**config.mk**
```make
export PLATFORM = sky130hd
export DESIGN_NAME = unified_mem_arbiter
export DESIGN_NICKNAME = d
export VERILOG_FILES = /design/src/rtl/unified_mem_arbiter.sv
export SDC_FILE = /design/constraint.sdc
export NUM_CORES = 1
export LEC_CHECK = 0
export CAP_MARGIN = 20
export CORE_MARGIN = 2
export CORE_UTILIZATION = 43
export DETAILED_ROUTE_END_ITERATION = 7
export GPL_TIMING_DRIVEN = 0
export PLACE_DENSITY_LB_ADDON = 0.25
export SETUP_SLACK_MARGIN = 0.3
export SLEW_MARGIN = 20
export SYNTH_ARGS = -nofsm -noshare
export SYNTH_HDL_FRONTEND = slang
export SYNTH_SLANG_ARGS = --single-unit
export TNS_END_PERCENT = 1
```
**constraint.sdc**
```tcl
create_clock -name clk -period 2.9 [get_ports clk]
set_clock_uncertainty 0.15 [all_clocks]
set_input_delay 0.58 -clock clk [delete_from_list [all_inputs] [get_ports clk]]
set_output_delay 0.58 -clock clk [all_outputs]
set_load 0.02 [all_outputs]
```
**src/rtl/unified_mem_arbiter.sv**
```systemverilog
`default_nettype none
// unified_mem_arbiter: serialises IF and DM accesses onto one single-ported memory,
// holds per-port read data and freezes the pipeline until the current slot is served. Rev 1.0
module unified_mem_arbiter #(
  parameter int DATA_W = 32,
  parameter int ADDR_W = 32
) (
  input  logic              clk,
  input  logic              reset,
  input  logic              if_req,
  input  logic [ADDR_W-1:0] if_addr,
  output logic              if_done,
  output logic [DATA_W-1:0] if_rdata,
  input  logic              dm_req,
  input  logic              dm_we,
  input  logic [ADDR_W-1:0] dm_addr,
  input  logic [DATA_W-1:0] dm_wdata,
  output logic              dm_done,
  output logic [DATA_W-1:0] dm_rdata,
  output logic              pipe_stall,
  output logic              mem_valid,
  output logic              mem_we,
  output logic [ADDR_W-1:0] mem_addr,
  output logic [DATA_W-1:0] mem_wdata,
  input  logic              mem_ready,
  input  logic [DATA_W-1:0] mem_rdata
);

  typedef enum logic [1:0] {
    IDLE    = 2'd0,
    IF_WAIT = 2'd1,
    DM_WAIT = 2'd2
  } state_t;

  state_t state, state_nxt;
  logic   if_pending, dm_pending, advance;
  logic   issue_if, issue_dm, capture;

  assign if_pending = if_req & ~if_done;
  assign dm_pending = dm_req & ~dm_done;
  assign pipe_stall = if_pending | dm_pending;
  assign advance    = ~pipe_stall;
  assign mem_valid  = (state != IDLE);

  always_ff @(posedge clk or negedge reset) begin
    if (!reset) state <= IDLE;
    else        state <= state_nxt;
  end

  // DM wins over IF: the MEM-stage instruction is the older one.
  always_comb begin
    state_nxt = state;
    issue_if  = 1'b0;
    issue_dm  = 1'b0;
    capture   = 1'b0;
    case (state)
      IDLE: begin
        if (dm_pending) begin
          state_nxt = DM_WAIT;
          issue_dm  = 1'b1;
        end else if (if_pending) begin
          state_nxt = IF_WAIT;
          issue_if  = 1'b1;
        end
      end
      IF_WAIT, DM_WAIT: begin
        if (mem_ready) begin
          state_nxt = IDLE;
          capture   = 1'b1;
        end
      end
      default: state_nxt = IDLE;
    endcase
  end

  // Request fields are latched once at issue so they stay stable while waiting.
  always_ff @(posedge clk or negedge reset) begin
    if (!reset) begin
      mem_addr  <= '0;
      mem_we    <= 1'b0;
      mem_wdata <= '0;
    end else if (issue_dm) begin
      mem_addr  <= dm_addr;
      mem_we    <= dm_we;
      mem_wdata <= dm_wdata;
    end else if (issue_if) begin
      mem_addr  <= if_addr;
      mem_we    <= 1'b0;
    end else if (capture) begin
      mem_we    <= 1'b0;
    end
  end

  always_ff @(posedge clk or negedge reset) begin
    if (!reset) begin
      if_done  <= 1'b0;
      if_rdata <= '0;
    end else if (capture && state == IF_WAIT) begin
      if_done  <= 1'b1;
      if_rdata <= mem_rdata;
    end else if (advance) begin
      if_done  <= 1'b0;
    end
  end

  // A store completes the slot but leaves the previous load data in place.
  always_ff @(posedge clk or negedge reset) begin
    if (!reset) begin
      dm_done  <= 1'b0;
      dm_rdata <= '0;
    end else if (capture && state == DM_WAIT) begin
      dm_done  <= 1'b1;
      if (!mem_we) dm_rdata <= mem_rdata;
    end else if (advance) begin
      dm_done  <= 1'b0;
    end
  end

endmodule
`default_nettype wire

```
==> results.tsv <==
metric	value	unit
Via density	5.08	
uppermost layer routed	met4	
vias in the first global route	4243	
final worst-path cycle share	82.1	%
wl on met1	5390	microns
synthesis-stage register bit count	133	
Sequential Power Share	30.7	%
post-CTS setup buffers	0	
Detailed Place HPWL	10800	microns
Netlist cell types	23	
CTS tree	built	
remaining antenna violation count after routing	0	
# IOs	267	
fin cells	786	
Slew Limit Headroom	66.9	%
Worst Setup SP	state[0]	
Util after Layout	73.6	%
register area share after synthesis	63.3	%
WL met3	1130	microns
DR vias	3995	
die width	115	microns
Leakage	3.75	nW
DRC Markers	0	
core outline area	12000	sq um
critical path endpoint	mem_valid	
CTS Buffer Depth	2	
commonest non-fill, non-tap cells in the layout	263 x clkdlybuf4s50_1, 133 x dfrtp_1, 96 x mux2_2	
syn_nets	476	
area grow syn2layout	67.4	%
TritonCTS Buffers	17	
clock root buffer	clkbuf_16	
Cells after Synth	339	
CTS H-Tree Depth	4	
largest net degree at the start of global routing	71	
Clock Power Share	21.8	%
Gate power share	47.5	%
FMAX	420	MHz
reg2reg path depth	5	
clock sinks	133	
RR Endpoint	dm_rdata[19]	
Die Y	115	microns
Pwr Density	1210	nW/um^2
diode count	0	
Final Slew Violations	0	
syn_area_per_cell	15.5	sq um
Pint	7.04	mW
WL/cell	18.3	microns
switch share	33.8	%
Hold Vio Cnt, Final	0	
dpl cells	753	
Final WS setup	0.518	ns
status	finished, final reports clean	
synthesized area	5260	sq um
layout cells sized above 1	23.5	%
Max VDD drop	640	uV
CP Capture Type	primary output	
final instance area	8800	sq um
num rows	40	
Routability Congestion	0.791	
switching power of the nets	3.59	mW
hold_ws	0.351	ns
CP max FO	4	
Reg clk slew, reported paths	0.05	ns
Tot GR Track Use	22.1	%
Nets	763	
final WL	14400	microns
Reg2Reg Setup Slack	0.91	ns
setup TNS	0	ns
critical path class	reg2out	
initial antenna violation count	0	
commonest non-fill, non-tap cell in the layout	clkdlybuf4s50_1	
placed inst area	8140	sq um
DRT iter0 DRCs	140	
Worst Path Arrival	1.65	ns
met2 routed WL	7510	microns
Initial Util	44.0	%
RSZ-0062 raised after global routing	false	
clock latency on the worst-skew pair	0.41	ns
final setup fails	0	
dpl ws	0.307	ns
Overall Power	10.6	mW
min Tclk post-route	2.38	ns
Critical Path RT	2.17	ns
RR Startpoint	state[0]	
1st-pass router iterations	4	
Max-Cap Viols	0	
full die area	13100	sq um
Hold Crit Class	reg2reg	
Yosys warnings	0	
grt ovf	0	
first-pass GRT wire length	21900	microns
crit path launch type	flip-flop	
worst slew pin tran	0.497	ns
I/O Buffers	266	
==> logic make-up (layout without fill, tap and decap cells) <==
group	after synthesis	in the layout	share of synthesized area [%]
and+or+nand+nor	46	46	5.62
adders and majority gates	3	3	0.714
DFF	133	133	63.3
muxes	96	96	20.6
buffers and inverters	22	322	2.55
AOI/OAI and AO/OA	39	39	7.28
==> critical path, cell delays in order (launching register included) <==
cell           delay (ns)
dfrtp_1              0.37
inv_1                0.07
ha_1                 0.26
inv_1                0.15
dlygate4sd2_1        0.39
==> registers in the layout, indices dropped and copies added, names as in the netlist <==
signal and cells:
mem_addr 32, dm_done 1, if_done 1, mem_wdata 32
dm_rdata 32, state 2, mem_we 1, if_rdata 32
==> final cells by class <==
class	instances	area (sq um)
multi-input combinational	184	1800
timing repair buffer	268	2710
sequential	133	3330
tap	147	184
clock buffer	24	512
clock inverter	8	143
buffer	19	123
inverter	3	11.3
fill	802	3160
==> power groups by stage <==
stage               clock [mW]  sequential [mW]  combinational (mW)
floorplan                    0             4.37                1.46
global placement             0             3.23                4.99
detailed placement           0             3.28                5.08
CTS                       2.37             3.26                5.11
global route              2.46             3.37                5.31
finish                    2.32             3.26                5.05
==> worst min path at each step <==
| stage | startpoint | endpoint | slack [ns] | cells after the start |
|---|---|---|---|---|
| floorplan | reset | dm_done | 0.13 | 0 |
| global placement | if_rdata[28] | if_rdata[28] | 0.34 | 1 |
| detailed placement | dm_rdata[30] | dm_rdata[30] | 0.34 | 1 |
| CTS | dm_rdata[30] | dm_rdata[30] | 0.35 | 1 |
| global route | mem_wdata[2] | mem_wdata[2] | 0.36 | 1 |
| finish | dm_rdata[14] | dm_rdata[14] | 0.35 | 1 |
==> Yosys cell counts, drive strengths merged <==
library cell	instances	area share (%)
a22o	1	0.17
nor3	1	0.31
inv	3	0.21
nand4b	1	0.17
a21oi	2	0.19
and3b	1	0.24
nand2	6	0.43
and2b	2	0.31
buf	17	2.2
a221o	32	6.1
a32o	2	0.38
nand2b	3	0.36
and2	32	3.8
dfrtp	133	63
o31ai	1	0.14
o21ai	1	0.31
clkbuf	2	0.14
mux2	96	21
ha	3	0.71
==> repair_timing <==
item,CTS,global route
gates resized for setup,1,1
hold endpoints to repair,63,0
setup endpoints to repair,2,1
hold buffers,1,0
==> layer usage <==
metal | global-route usage, % | vias up
met5 | 0 | -
li1 | - | 1813
met2 | 37.6 | 157
met1 | 24.7 | 1995
met4 | 10.2 | 0
met3 | 7.94 | 30
Power figures use the tool's default switching activity.
